### src/rtl/dmem_arb_pkg.sv
// Shared types and default sizes for the data-memory arbiter.
package dmem_arb_pkg;

   localparam int BUS_DEF     = 32;
   localparam int MEMSIZE_DEF = 4096;

   typedef enum logic {M0 = 1'b0, M1 = 1'b1} req_id_t;

   typedef struct packed {
      logic    valid;
      req_id_t who;
      logic    err;
      logic    is_read;
   } rsp_t;

endpackage

### src/rtl/rr_arb2.sv
// Two-input round-robin arbiter; the pointer names the requester preferred on a tie.
module rr_arb2
   import dmem_arb_pkg::*;
(
   input  logic       clk,
   input  logic       rst_n,
   input  logic [1:0] req,
   output logic [1:0] gnt
);

   req_id_t ptr_reg;

   // Grants are held off while reset is asserted, even if requests are high.
   always_comb begin
      gnt = 2'b00;
      if (rst_n) begin
         if (req[0] && req[1]) begin
            gnt = (ptr_reg == M0) ? 2'b01 : 2'b10;
         end else begin
            gnt = req;
         end
      end
   end

   always_ff @(posedge clk or negedge rst_n) begin
      if (!rst_n) begin
         ptr_reg <= M0;
      end else if (gnt[0]) begin
         ptr_reg <= M1;
      end else if (gnt[1]) begin
         ptr_reg <= M0;
      end
   end

endmodule

### src/rtl/dmem_arbiter.sv
// Arbitrates two requesters onto the single-port data memory and returns
// one response per granted access in the following cycle.
module dmem_arbiter
   import dmem_arb_pkg::*;
#(
   parameter int BUS     = BUS_DEF,
   parameter int MEMSIZE = MEMSIZE_DEF
) (
   input  logic           clk,
   input  logic           rst_n,
   input  logic           m0_req,
   input  logic           m0_we,
   input  logic [BUS-1:0] m0_addr,
   input  logic [BUS-1:0] m0_wdata,
   output logic           m0_gnt,
   output logic           m0_rsp,
   output logic           m0_err,
   output logic [BUS-1:0] m0_rdata,
   input  logic           m1_req,
   input  logic           m1_we,
   input  logic [BUS-1:0] m1_addr,
   input  logic [BUS-1:0] m1_wdata,
   output logic           m1_gnt,
   output logic           m1_rsp,
   output logic           m1_err,
   output logic [BUS-1:0] m1_rdata,
   output logic [BUS-1:0] mem_datain,
   output logic [BUS-1:0] mem_writedir,
   output logic [BUS-1:0] mem_readdir,
   input  logic [BUS-1:0] mem_dataout,
   output logic           mem_mre,
   output logic           mem_mwe
);

   localparam logic [BUS-3:0] MEM_WORDS = (BUS-2)'(MEMSIZE);

   logic [1:0]     gnt;
   logic           granted;
   logic           sel_we;
   logic [BUS-1:0] sel_addr;
   logic [BUS-1:0] sel_wdata;
   logic           in_range;
   logic [BUS-1:0] last_addr_reg;
   logic [BUS-1:0] last_wdata_reg;
   logic [BUS-1:0] rsp_data;
   rsp_t           rsp_reg;

   rr_arb2 u_arb (
      .clk   (clk),
      .rst_n (rst_n),
      .req   ({m1_req, m0_req}),
      .gnt   (gnt)
   );

   assign m0_gnt   = gnt[0];
   assign m1_gnt   = gnt[1];
   assign granted  = |gnt;
   assign sel_we   = gnt[1] ? m1_we    : m0_we;
   assign sel_addr = gnt[1] ? m1_addr  : m0_addr;
   assign sel_wdata = gnt[1] ? m1_wdata : m0_wdata;
   assign in_range = (sel_addr[BUS-1:2] < MEM_WORDS);

   // The memory indexes writes by readdir, so both address buses always match.
   assign mem_readdir  = granted ? sel_addr  : last_addr_reg;
   assign mem_writedir = mem_readdir;
   assign mem_datain   = granted ? sel_wdata : last_wdata_reg;
   assign mem_mre      = granted && in_range && !sel_we;
   assign mem_mwe      = granted && in_range && sel_we;

   always_ff @(posedge clk or negedge rst_n) begin
      if (!rst_n) begin
         last_addr_reg  <= '0;
         last_wdata_reg <= '0;
         rsp_reg        <= '0;
      end else begin
         if (granted) begin
            last_addr_reg  <= sel_addr;
            last_wdata_reg <= sel_wdata;
         end
         rsp_reg.valid   <= granted;
         rsp_reg.who     <= gnt[1] ? M1 : M0;
         rsp_reg.err     <= !in_range;
         rsp_reg.is_read <= !sel_we;
      end
   end

   assign rsp_data = (rsp_reg.is_read && !rsp_reg.err) ? mem_dataout : '0;
   assign m0_rsp   = rsp_reg.valid && (rsp_reg.who == M0);
   assign m1_rsp   = rsp_reg.valid && (rsp_reg.who == M1);
   assign m0_err   = m0_rsp && rsp_reg.err;
   assign m1_err   = m1_rsp && rsp_reg.err;
   assign m0_rdata = m0_rsp ? rsp_data : '0;
   assign m1_rdata = m1_rsp ? rsp_data : '0;

endmodule

### config.mk
export PLATFORM = sky130hd
export DESIGN_NAME = dmem_arbiter
export DESIGN_NICKNAME = d
export VERILOG_FILES = /design/src/rtl/dmem_arb_pkg.sv /design/src/rtl/rr_arb2.sv /design/src/rtl/dmem_arbiter.sv
export SDC_FILE = /design/constraint.sdc
export NUM_CORES = 1
export LEC_CHECK = 0
export ABC_CLOCK_PERIOD_IN_PS = 3000
export CORE_AREA = 2 2 130 132
export CTS_CLUSTER_DIAMETER = 150
export DETAILED_ROUTE_END_ITERATION = 12
export DIE_AREA = 0 0 132 134
export HOLD_SLACK_MARGIN = 0.15
export REMOVE_ABC_BUFFERS = 1
export SLEW_MARGIN = 5
export SYNTH_ARGS = -nofsm -noshare
export SYNTH_HDL_FRONTEND = slang
export SYNTH_SLANG_ARGS = --single-unit
### constraint.sdc
create_clock -name clk -period 3 [get_ports clk]
set_input_delay 0.45 -clock clk [delete_from_list [all_inputs] [get_ports clk]]
set_output_delay 0.45 -clock clk [all_outputs]
set_load 0.1 [all_outputs]
# Word-level counts from Yosys, hierarchy flattened
# Index checks and enable logic that the tools add are counted.
# word_totals
in_bits	166
word_cells	37
register_bits	69
output_inout_bits	168
# op_classes
muxes	14
bitwise	1
order_cmp	1
reduce_logical	14
# op_table
cell	n
$mux W32	7
$lt A30 B13 Y1 const B	1
$logic_and A1 B1 Y1	9
$mux W2	3
$mux W1	4
$logic_not A1 Y1	3
$reduce_bool A2 Y1	1
$reduce_or A2 Y1	1
$not A1 Y1	1

# Longest topological paths before layout
# depth
depth_word	7
depth_mapped	8
depth_no_buf	4

# Cells and area by module
# From an unflattened synthesis, not the netlist that was laid out.
# unflattened
hier_cells	416
hier_area_um2	3947.5
# by_module_without_submodules
module	n_inst	cells_each	area_each_um2	seq_area_each_um2
dmem_arbiter	1	408	3886.2	1701.6
rr_arb2	1	8	61.3	25.0

# Least setup slack after synthesis
# OpenSTA, ideal clock, no wires.
# synth_timing
path_type	input port to output port
start	input m0_req
end	output mem_writedir[23]
t_arrival_ns	4.080
path_slack_ns	-1.530
cell_stages	8
cell_sequence	nor2b_1 > or2_1 > buf_6 > buf_6 > buf_6 > mux2i_1 > o21ai_0 > buf_4
# synth_via
elab_chain_cells	5
elab_cells_between_ends	6
cone_classes	mux (4); reduce/logical (2)
# synth_lines
item	line_no	rtl
start, declared	dmem_arbiter.sv:11	input logic m0_req,
$logic_and A1 B1 Y1	rr_arb2.sv:17	if (req[0] && req[1]) begin
$mux W2 (*)	rr_arb2.sv:17	
$mux W2 (*)	rr_arb2.sv:16	if (rst_n) begin
$mux W32 or $reduce_or A2 Y1 (tied branches)	dmem_arbiter.sv:59, dmem_arbiter.sv:57	
$mux W32 (*)	n/a	
end, declared	dmem_arbiter.sv:28	output logic [BUS-1:0] mem_writedir,
# Every way passes the cells marked *; elsewhere a longest branch is shown, timed or not.

# Final worst setup path
# layout_timing
start	input m1_req
end	output mem_mwe
# layout_via
elab_chain_cells	7
elab_cells_between_ends	9
cone_classes	order compare (1); mux (4); reduce/logical (4)
# layout_lines
item	line_no	rtl
start, declared	dmem_arbiter.sv:19	input logic m1_req,
$logic_and A1 B1 Y1	rr_arb2.sv:17	
$mux W2 (*)	rr_arb2.sv:17	
$mux W2 (*)	rr_arb2.sv:16	
$mux W32	dmem_arbiter.sv:59	assign sel_addr = gnt[1] ? m1_addr : m0_addr;
$lt A30 B13 Y1	dmem_arbiter.sv:61	assign in_range = (sel_addr[BUS-1:2] < MEM_WORDS);
$logic_and A1 B1 Y1	dmem_arbiter.sv:68	assign mem_mwe = granted && in_range && sel_we;
$logic_and A1 B1 Y1 (*)	dmem_arbiter.sv:68	
end, declared	dmem_arbiter.sv:32	output logic mem_mwe
# Marked as above.

==> metrics.sh <==
YS.FLOP_TYPE='dfrtp_1'
CRITICAL_PATH_AT_PS=2500
PATH_CLASS='input port to output pin'
FINAL.SETUP.WORST_SLACK_PS=47.0
WORSTPATHMAXFANOUT=23
PERIOD_UTILISATION_LAYOUT_PCT=98.4
STATUS='completed'
CP.REQUIRED_PS=2550
GRT_START_MAX_NET_PINS=69
DIE_Y_UM=134
DETAILEDPLACEMENTHPWL_MM=12.9
HOLD_VIOL=0
CTS_TREE='done'
ANTENNA_CELLS_INSERTED=0
P_INT_W=0.00286
ROUTED_WIRELENGTH_MM=15.4
TIMING.MAX_CAP.VIOLATIONS=0
FINAL_MAX_SLEW_VIOL_COUNT=0
SKEW_PS=8.01
ANTENNA_VIOLATING_NETS_POST_ROUTE=0
CLOCK-SINKS=69
STDCELL_AREA_UM2=8660
AVERAGE_WIRE_LENGTH_PER_CELL_AFTER_DETAIL_ROUTING_UM=16.1
NUMBER_OF_GLOBAL_ROUTE_VIAS_BEFORE_REPAIR=4405
NETSWITCHINGPOWER_W=0.00224
SYNTHDOMINANTCELLAREASHARE_PCT=43.7
SYN_AVG_CELL_AREA_UM2=9.45
CTS-ROOT-BUF='clkbuf_16'
LAYOUT.NETS=898
POWER.IR.VDD_WORST_uV=353
SYNTH_LARGEST_AREA_CELL='dfrtp_1'
OVERFLOW=0
CLKLATENCYLATEPIN_PS=340
FLOORPLAN.INITIALDENSITY_PCT=24.2
NETLIST_AREA_UM2=3950
IO_BUFFER_COUNT=333
DRT_FIRST_PASS_ITERS=4
YOSYSUNIQUECELLTYPES=25
REG2REG_SLACK_PS=1170
CTS_BUFFER_DEPTH=2
IOS=334
SYNTHTOLAYOUTAREAGROWTH_PCT=119
CTS.HTREE.LEVELS=3
DPL_WORST_SLACK_PS=-3.32
HOLDCRITPATHCLASS='input port to async pin'
POWER.SWITCHING_FRACTION_PCT=43.9
COMBINATIONALPOWERSHARE_PCT=54.8
POWER.SEQUENTIAL.FRACTION_PCT=21.2
SETUP.WORST_PATH.START_CLASS='input port'
RSZ0062_AT_GRT='yes'
CP_ENDPOINT_KIND='output pin'
FP.COREAREA_UM2=16300
PWR-SHARE-CLK_PCT=24.0
FINAL.MIN_CLOCK_PERIOD_PS=2950
WORST_SLEW_PIN_SLEW_PS=911
DETAIL_ROUTE.DRC_VIOLATIONS=0
DIE-WIDTH_UM=132
PORTION_OF_THE_POST_SYNTHESIS_AREA_USED_BY_SEQUENTIAL_ELEMENTS_PCT=43.7
SYNTH.FF_LATCH_COUNT=69
CLOCK_EDGE_TRANSITION_AT_THE_REGISTERS_ON_THE_REPORTED_SETUP_AND_HOLD_PATHS_PS=60
GRT_USE_TOTAL_PCT=17.2
SYN_INST=418
WORST_SLEW_MARGIN_REL_PCT=39.3
GLOBALPLACE.CONGESTION=0.800
FLOORPLAN.DIE_AREA_UM2=17700
POWER_LEAKAGE_nW=4.17
SYNTHARSTFLOPSHARE_PCT=100
GLOBAL_ROUTE_WIRE_LENGTH_BEFORE_REPAIR_MM=23.9
ROW_COUNT=47
POST_SYNTH_MAIN_AREA_CONTRIBUTORS='dfrtp_1 44%, mux2i_1 17%, and2_1 10%, o21ai_0 8.1%, nand2_1 6.4%'
SYNTH_EDF_COUNT=0
PWR_DENSITY_nW_PER_UM2=589
DRIVE_ABOVE_1_SHARE_PCT=29.9
YOSYSWARNINGCOUNT=0
SETUP_VIOL=0
ACHIEVABLE-FREQUENCY_MHz=339
ANTENNA_FOUND_INITIAL=0
DRT-VIAS-PER-INSTANCE=4.28
PLACED_CELL_AREA_UM2=8300
DRT_ITER0_MARKERS=63
NUMCTSBUFFERS=9
VIA_COUNT=4094
CTS_SETUP_BUFFERS=0
## layout make-up
cell class	instances	area, µm²
flip-flops and latches	69	1730
well taps	220	275
inverters	2	7.51
fillers	1412	7630
repair buffers	363	4460
clock inverters	6	113
clock buffers	9	225
multi-input cells	287	1850
## layout by cell type, fill, tap and decap left out, types with 2 or more instances in the layout
cell             instances
or4_4                    2
nor3_1                   2
buf_12                 106
buf_4                   92
clkbuf_16                9
inv_1                    2
nor2b_1                  2
nor4_1                   5
and2_1                  66
dfrtp_1                 69
o21ai_0                 38
bufinv_16                3
clkinv_4                 2
mux2i_1                 65
clkdlybuf4s50_1        164
nand2_1                 67
o21ai_1                 26
and3b_1                  2
## cells by family (layout without fill, tap and decap cells)
family	count (synthesis)	after routing	synth area share (%)
mux	66	66	16.7
compound gates	69	69	9.00
buf+inv	62	380	10.2
simple gates	152	152	20.4
flops	69	69	43.7
## Yosys cell counts (3+ instances only)
| master | number |
|---|---|
| or4_1 | 3 |
| o21ai_0 | 64 |
| buf_4 | 32 |
| mux2i_1 | 66 |
| nor4_1 | 5 |
| buf_6 | 6 |
| buf_2 | 3 |
| nand2_1 | 67 |
| dfrtp_1 | 69 |
| and2_1 | 66 |
| clkbuf_1 | 17 |
## repair_timing
item	in CTS	in global routing
gates resized for setup	1	28
pin swaps	0	1
hold buffers	1	0
hold endpoints to repair	1	0
endpoints found under the setup margin	2	45
## metrics by stage
step	TNS [ps]	power, W	util [%]	std cells	hold slack, ps
finish	0	0.00510	53.1	956	397
global route	-20.7	0.00528	53.1	956	467
CTS	0	0.00515	53.1	956	429
detailed placement	-6.50	0.00390	50.9	940	258
global placement	0	0.00388	50.9	940	259
floorplan	-1004630	0.00269	-	358	154
## path summary, 6_finish.rpt
check,from,end,depth (start not counted)
worst max register to register,u_arb.ptr_reg,last_addr_reg[6],5
worst min register to register,u_arb.ptr_reg,u_arb.ptr_reg,1
max in group asynchronous,rst_n,last_wdata_reg[29],2
worst max-delay path,m1_req,mem_mwe,7
worst min-delay path,rst_n,last_addr_reg[20],2
min in group clk,u_arb.ptr_reg,u_arb.ptr_reg,1
## power groups by stage
stage	registers, W	clock network [W]	logic (W)
after global placement	0.00110	0	0.00279
after CTS	0.00108	0.00126	0.00281
after global routing	0.00109	0.00131	0.00288
final	0.00108	0.00122	0.00279
after floorplan	0.00110	0	0.00159
after detailed placement	0.00110	0	0.00280
## worst max-delay path, stage by stage
cell and delay (ps):
clkdlybuf4s50_1 490, nand2_1 70, or2_4 300, buf_12 180
o31a_1 360, nor4_2 420, buf_12 230
## layer usage
metal,part of all wire [%],vias to the layer above,GRT usage (%)
li1,-,2002,-
met1,36,1857,18.6
met2,52,217,31.4
met3,9.9,18,6.76
met4,1.8,0,4.83
met5,0,-,0
(Power assumes the default switching activity.)
